$ cat src/rtl/llc_cmd_sequencer.sv
// Command sequencer feeding the LLC: separate processor and snoop queues, a barrier
// register for control ops, and a single registered valid/ready output stage.
module llc_cmd_sequencer #(
  parameter int unsigned DEPTH       = 4,
  parameter int unsigned ADDR_W      = 32,
  parameter int unsigned SNOOP_BURST = 4
) (
  input  logic              clk,
  input  logic              rst,
  input  logic              in_valid,
  output logic              in_ready,
  input  logic [3:0]        in_op,
  input  logic [ADDR_W-1:0] in_addr,
  output logic              out_valid,
  input  logic              out_ready,
  output logic [3:0]        out_op,
  output logic [ADDR_W-1:0] out_addr,
  output logic [15:0]       drop_count,
  output logic              busy
);

  localparam int unsigned PW = $clog2(DEPTH);
  localparam int unsigned SW = $clog2(SNOOP_BURST + 1);
  localparam logic [PW:0] PtrOne = (PW + 1)'(1);

  typedef struct packed {
    logic [3:0]        op;
    logic [ADDR_W-1:0] addr;
  } cmd_t;

  cmd_t        p_mem [DEPTH];
  cmd_t        s_mem [DEPTH];
  logic [PW:0] p_wr_q, p_rd_q, s_wr_q, s_rd_q;
  logic        b_valid_q;
  cmd_t        b_cmd_q;
  logic        out_valid_q;
  cmd_t        out_q;
  logic [15:0] drop_q;
  logic [SW-1:0] streak_q;

  logic is_p, is_s, is_b, is_ill;
  logic p_empty, s_empty, p_full, s_full;
  logic accept, load, burst_done;
  logic sel_s, sel_p, sel_b;
  cmd_t in_cmd;

  assign in_cmd = {in_op, in_addr};

  always_comb begin
    is_p   = (in_op <= 4'd2);
    is_s   = (in_op >= 4'd3) && (in_op <= 4'd6);
    is_b   = (in_op == 4'd8) || (in_op == 4'd9);
    is_ill = !(is_p || is_s || is_b);
  end

  assign p_empty = (p_wr_q == p_rd_q);
  assign s_empty = (s_wr_q == s_rd_q);
  assign p_full  = (p_wr_q[PW] != p_rd_q[PW]) && (p_wr_q[PW-1:0] == p_rd_q[PW-1:0]);
  assign s_full  = (s_wr_q[PW] != s_rd_q[PW]) && (s_wr_q[PW-1:0] == s_rd_q[PW-1:0]);

  // A pending barrier blocks all input so nothing can overtake it.
  always_comb begin
    in_ready = 1'b0;
    if (!b_valid_q) begin
      if (is_p)      in_ready = !p_full;
      else if (is_s) in_ready = !s_full;
      else           in_ready = 1'b1;
    end
  end

  assign accept     = in_valid && in_ready;
  assign load       = !out_valid_q || out_ready;
  assign burst_done = !p_empty && (streak_q == SW'(SNOOP_BURST));

  always_comb begin
    sel_s = load && !s_empty && !burst_done;
    sel_p = load && !sel_s && !p_empty;
    sel_b = load && b_valid_q && p_empty && s_empty;
  end

  always_ff @(posedge clk) begin
    if (accept && is_p) p_mem[p_wr_q[PW-1:0]] <= in_cmd;
    if (accept && is_s) s_mem[s_wr_q[PW-1:0]] <= in_cmd;
  end

  always_ff @(posedge clk) begin
    if (rst) begin
      p_wr_q      <= '0;
      p_rd_q      <= '0;
      s_wr_q      <= '0;
      s_rd_q      <= '0;
      b_valid_q   <= 1'b0;
      b_cmd_q     <= '0;
      out_valid_q <= 1'b0;
      out_q       <= '0;
      drop_q      <= '0;
      streak_q    <= '0;
    end else begin
      if (accept && is_p) p_wr_q <= p_wr_q + PtrOne;
      if (accept && is_s) s_wr_q <= s_wr_q + PtrOne;
      if (accept && is_b) begin
        b_valid_q <= 1'b1;
        b_cmd_q   <= in_cmd;
      end
      if (accept && is_ill && (drop_q != 16'hFFFF)) drop_q <= drop_q + 16'd1;

      if (sel_s) begin
        out_valid_q <= 1'b1;
        out_q       <= s_mem[s_rd_q[PW-1:0]];
        s_rd_q      <= s_rd_q + PtrOne;
        streak_q    <= p_empty ? '0 : streak_q + SW'(1);
      end else if (sel_p) begin
        out_valid_q <= 1'b1;
        out_q       <= p_mem[p_rd_q[PW-1:0]];
        p_rd_q      <= p_rd_q + PtrOne;
        streak_q    <= '0;
      end else if (sel_b) begin
        out_valid_q <= 1'b1;
        out_q       <= b_cmd_q;
        b_valid_q   <= 1'b0;
      end else if (load) begin
        out_valid_q <= 1'b0;
      end
    end
  end

  assign out_valid  = out_valid_q;
  assign out_op     = out_q.op;
  assign out_addr   = out_q.addr;
  assign drop_count = drop_q;
  assign busy       = !p_empty || !s_empty || b_valid_q || out_valid_q;

endmodule
$ cat config.mk
export PLATFORM = sky130hd
export DESIGN_NAME = llc_cmd_sequencer
export DESIGN_NICKNAME = d
export VERILOG_FILES = /design/src/rtl/llc_cmd_sequencer.sv
export SDC_FILE = /design/constraint.sdc
export NUM_CORES = 1
export LEC_CHECK = 0
export BUFFER_PORTS_ARGS = -buffer_cell sky130_fd_sc_hd__buf_4
export CORE_UTILIZATION = 55
export DETAILED_ROUTE_END_ITERATION = 12
export PLACE_DENSITY = 0.76
export SYNTH_ARGS = -nofsm -noshare
export SYNTH_HDL_FRONTEND = slang
export SYNTH_SLANG_ARGS = --single-unit
$ cat constraint.sdc
create_clock -name clk -period 3.7 [get_ports clk]
set_input_delay 0.185 -clock clk [delete_from_list [all_inputs] [get_ports clk]]
set_output_delay 0.185 -clock clk [all_outputs]
set_load 0.02 [all_outputs]
==> impl_metrics.tcl <==
set metrics [dict create \
    cts_root_buffer "clkbuf_16" \
    synth_cell_types 61 \
    hold_viol 0 \
    vias_per_cell 6.02 \
    startpoint_type "flip-flop" \
    drv_slew 0 \
    fp.dieW_um 172 \
    synthArstFlopShare 0 \
    grt.overflow.total 0 \
    syn-num-nets 1078 \
    rrSetupSlack_ps 920 \
    crit_end "busy" \
    max_freq_mhz 317 \
    die_area_um2 29600 \
    period_minus_slack_ps 3150 \
    post-place-ws_ps 999 \
    final_nets 1211 \
    cp.arrival_ps 2970 \
    multiInputGateArea_um2 4730 \
    yosysWarnings 0 \
    crit_type "reg2out" \
    cts_tree "yes" \
    rr_endpoint "s_mem[3][18]$_DFFE_PP_" \
    finalWirelength_um 33700 \
    grt_pass1_vias 9399 \
    p_leak_nw 6.05 \
    worstSkewPairLatency_ps 530 \
    ioPinCount 95 \
    syn_to_final_growth_pct 16.8 \
    initial_core_util 0.565 \
    rsz0062_at_grt "no" \
    cp_slowest_stage_delay_ps 700 \
    worstSetupStartpoint "s_wr_q[0]$_SDFFE_PP0P_" \
    rr_worst_depth 4 \
    skew_ps 18.4 \
    first_pass_iters 5 \
    final_cells 1567 \
    core.rowCount 61 \
    cts_htree_levels 2 \
    end_kind "primary output" \
    timing.critical_path.mode_cell "buf_4" \
    ir_drop_uv 472 \
    dp.cells 1459 \
    dp_hpwl_um 20600 \
    period_share 0.852 \
    layout-drive-gt1-share 0.245 \
    path_delay_family "simple AND/OR/NAND/NOR gates" \
    core_um2 28200 \
    cts.clk_slew.worst_paths_ps 60 \
    ys_seq_elements 397 \
    critical_path.cell_chain "xnor2_1 -> and3_2 -> buf_4 -> nand2_1 -> or3_1 -> buf_4" \
    relSlewSlack 0.293 \
    detail_route.wl_per_cell_um 21.5 \
    crit_fanout 28 \
    cp_num_buf_inv 2 \
    die_h_um 172 \
    drc 0 \
    ant_nets 0 \
    port_buffers 94 \
    fill_cells 1925 \
    required_ps 3510 \
    grt_util_all_layers 0.239 \
    tightest_slew_ps 1060 \
    critical-path-slowest-cell "and3_2" \
    ctsResizeCount 0 \
    hold_path.class "in2reg" \
    area.sequential_um2 10800 \
    ys_seq_area_frac 0.680 \
    dr_total_vias 9438 \
    setup_violations 0 \
    grt_first_pass_wirelength_um 52900 \
    netlist_instances 1025 \
    p_per_area_nw_per_um2 633 \
    antenna_found_initial 0 \
    gp_congestion 0.766 \
    crit_cells 6 \
    clock_path_buffers 3 \
    fin_tns_setup_ps 0 \
    maxCapViolCount 0 \
    status "finished clean" \
    synth_edf_count 288 \
    syn_area_per_cell_um2 15.5 \
    drtIter0Drc 805 \
    syn_area_um2 15900 \
    cts.sinks 397 \
    rr_startpoint "b_valid_q$_SDFF_PP0_" \
    insertedDiodeCount 0 \
    finalWorstSetupSlack_ps 546 \
    grt_max_degree 40 \
    cts_buffers 40 \
    synth-main-ff-cell "edfxtp_1" \
]
## worst min path at each step
stage	cells past startpoint	end	startpoint	slack [ps]
floorplan	0	p_mem[0][0]$_DFFE_PP_	in_addr[0]	280
global placement	2	out_addr[9]$_SDFFE_PP0P_	b_cmd_q[9]$_SDFFE_PP0P_	430
detailed placement	2	out_addr[11]$_SDFFE_PP0P_	b_cmd_q[11]$_SDFFE_PP0P_	440
CTS	1	p_mem[0][34]$_DFFE_PP_	in_op[2]	20
global route	1	p_mem[0][34]$_DFFE_PP_	in_op[2]	30
finish	1	p_mem[0][34]$_DFFE_PP_	in_op[2]	20
## final cells by class
cell class              instances  share of cell area
clock buffers                  64              0.0626
clock inverters                 9             0.00276
inverters                       8             0.00162
multi-input cells             553               0.254
flip-flops and latches        397               0.583
well taps                     378              0.0254
repair buffers                158              0.0705
## sequential cells by signal, indices dropped and copies added, names as in the netlist, 4 cells and up, named ones only
signal	count
b_cmd_q	36
drop_count	16
out_addr	32
out_op	4
p_mem	144
s_mem	144
## cell families (layout without fill, tap and decap cells)
group           after synthesis  count (layout)  share of synthesized area
xor+xnor                     27              27                     0.0149
buf+inv                      75             239                     0.0251
fa+ha+maj                    13              13                     0.0102
flops                       397             397                      0.680
compound gates              161             161                     0.0759
simple gates                272             272                     0.0865
mux                          80              80                      0.107
## synth_stat cells (all sizes together), types with 5 or more instances
cell type	count	area (um2)
xor2	12	105
nand3	6	35.0
ha	13	163
nor3	8	66.3
clkbuf	27	106
edfxtp	288	8650
inv	8	30.0
nand2	106	398
a311oi	23	277
a211oi	18	140
buf	40	264
o211ai	30	225
or3	24	150
mux2i	5	50.1
and2	9	56.3
nor3b	16	120
o31ai	9	67.6
dfxtp	109	2180
xnor2	15	131
o21ai	5	25.0
nor2	73	277
mux4	72	1620
a21oi	61	305
## cell usage in the layout, fill, tap and decap left out, types with 5 or more instances in the layout
| cell | Yosys | layout |
|---|---|---|
| nand2_1 | 106 | 106 |
| dlygate4sd3_1 | 0 | 35 |
| mux4_2 | 72 | 72 |
| xnor2_1 | 15 | 15 |
| a21oi_1 | 61 | 61 |
| a211oi_1 | 17 | 17 |
| inv_1 | 8 | 8 |
| buf_4 | 8 | 120 |
| ha_1 | 13 | 13 |
| or3_1 | 24 | 24 |
| o31ai_1 | 9 | 9 |
| clkbuf_1 | 25 | 19 |
| a311oi_1 | 11 | 11 |
| dfxtp_1 | 109 | 105 |
| edfxtp_1 | 288 | 288 |
| nor3b_1 | 16 | 16 |
| a311oi_2 | 12 | 12 |
| and2_2 | 0 | 7 |
| clkbuf_16 | 0 | 42 |
| o211ai_1 | 30 | 30 |
| nor2_1 | 72 | 72 |
| xor2_1 | 12 | 12 |
| mux2i_1 | 5 | 5 |
| nand3_1 | 5 | 5 |
## report_power, final
group          total, mW  internal, mW  switching, mW  leakage (nW)
combinational       2.78          1.20           1.58          1.97
clock               3.74          2.16           1.58         0.590
sequential          5.24          4.98          0.264          3.49
total               11.8          8.33           3.43          6.05
## metal layers
metal / GRT usage / vias to the layer above / share of wire
li1: - / 4231 / -
met3: 0.0359 / 71 / 0.072
met5: 0 / - / 0
met4: 0.0831 / 0 / 0.029
met2: 0.384 / 389 / 0.48
met1: 0.335 / 4747 / 0.42
## repair_timing
item	4_1_cts	5_1_grt
hold buffers	35	0
setup buffers	0	0
setup endpoints to repair	0	0
endpoints found under the hold margin	313	0
## per-stage QoR
stage               utilization  hold slack, ps  total power [mW]  cell area [um2]
floorplan                     -             284              7.28            15900
global placement          0.605             432              8.00            17000
detailed placement        0.605             438              8.08            17000
CTS                       0.660            19.1              11.8            18600
global route              0.660            29.3              12.3            18600
finish                    0.660            25.0              11.8            18600
Note: power is estimated with default switching activity, not from simulation.
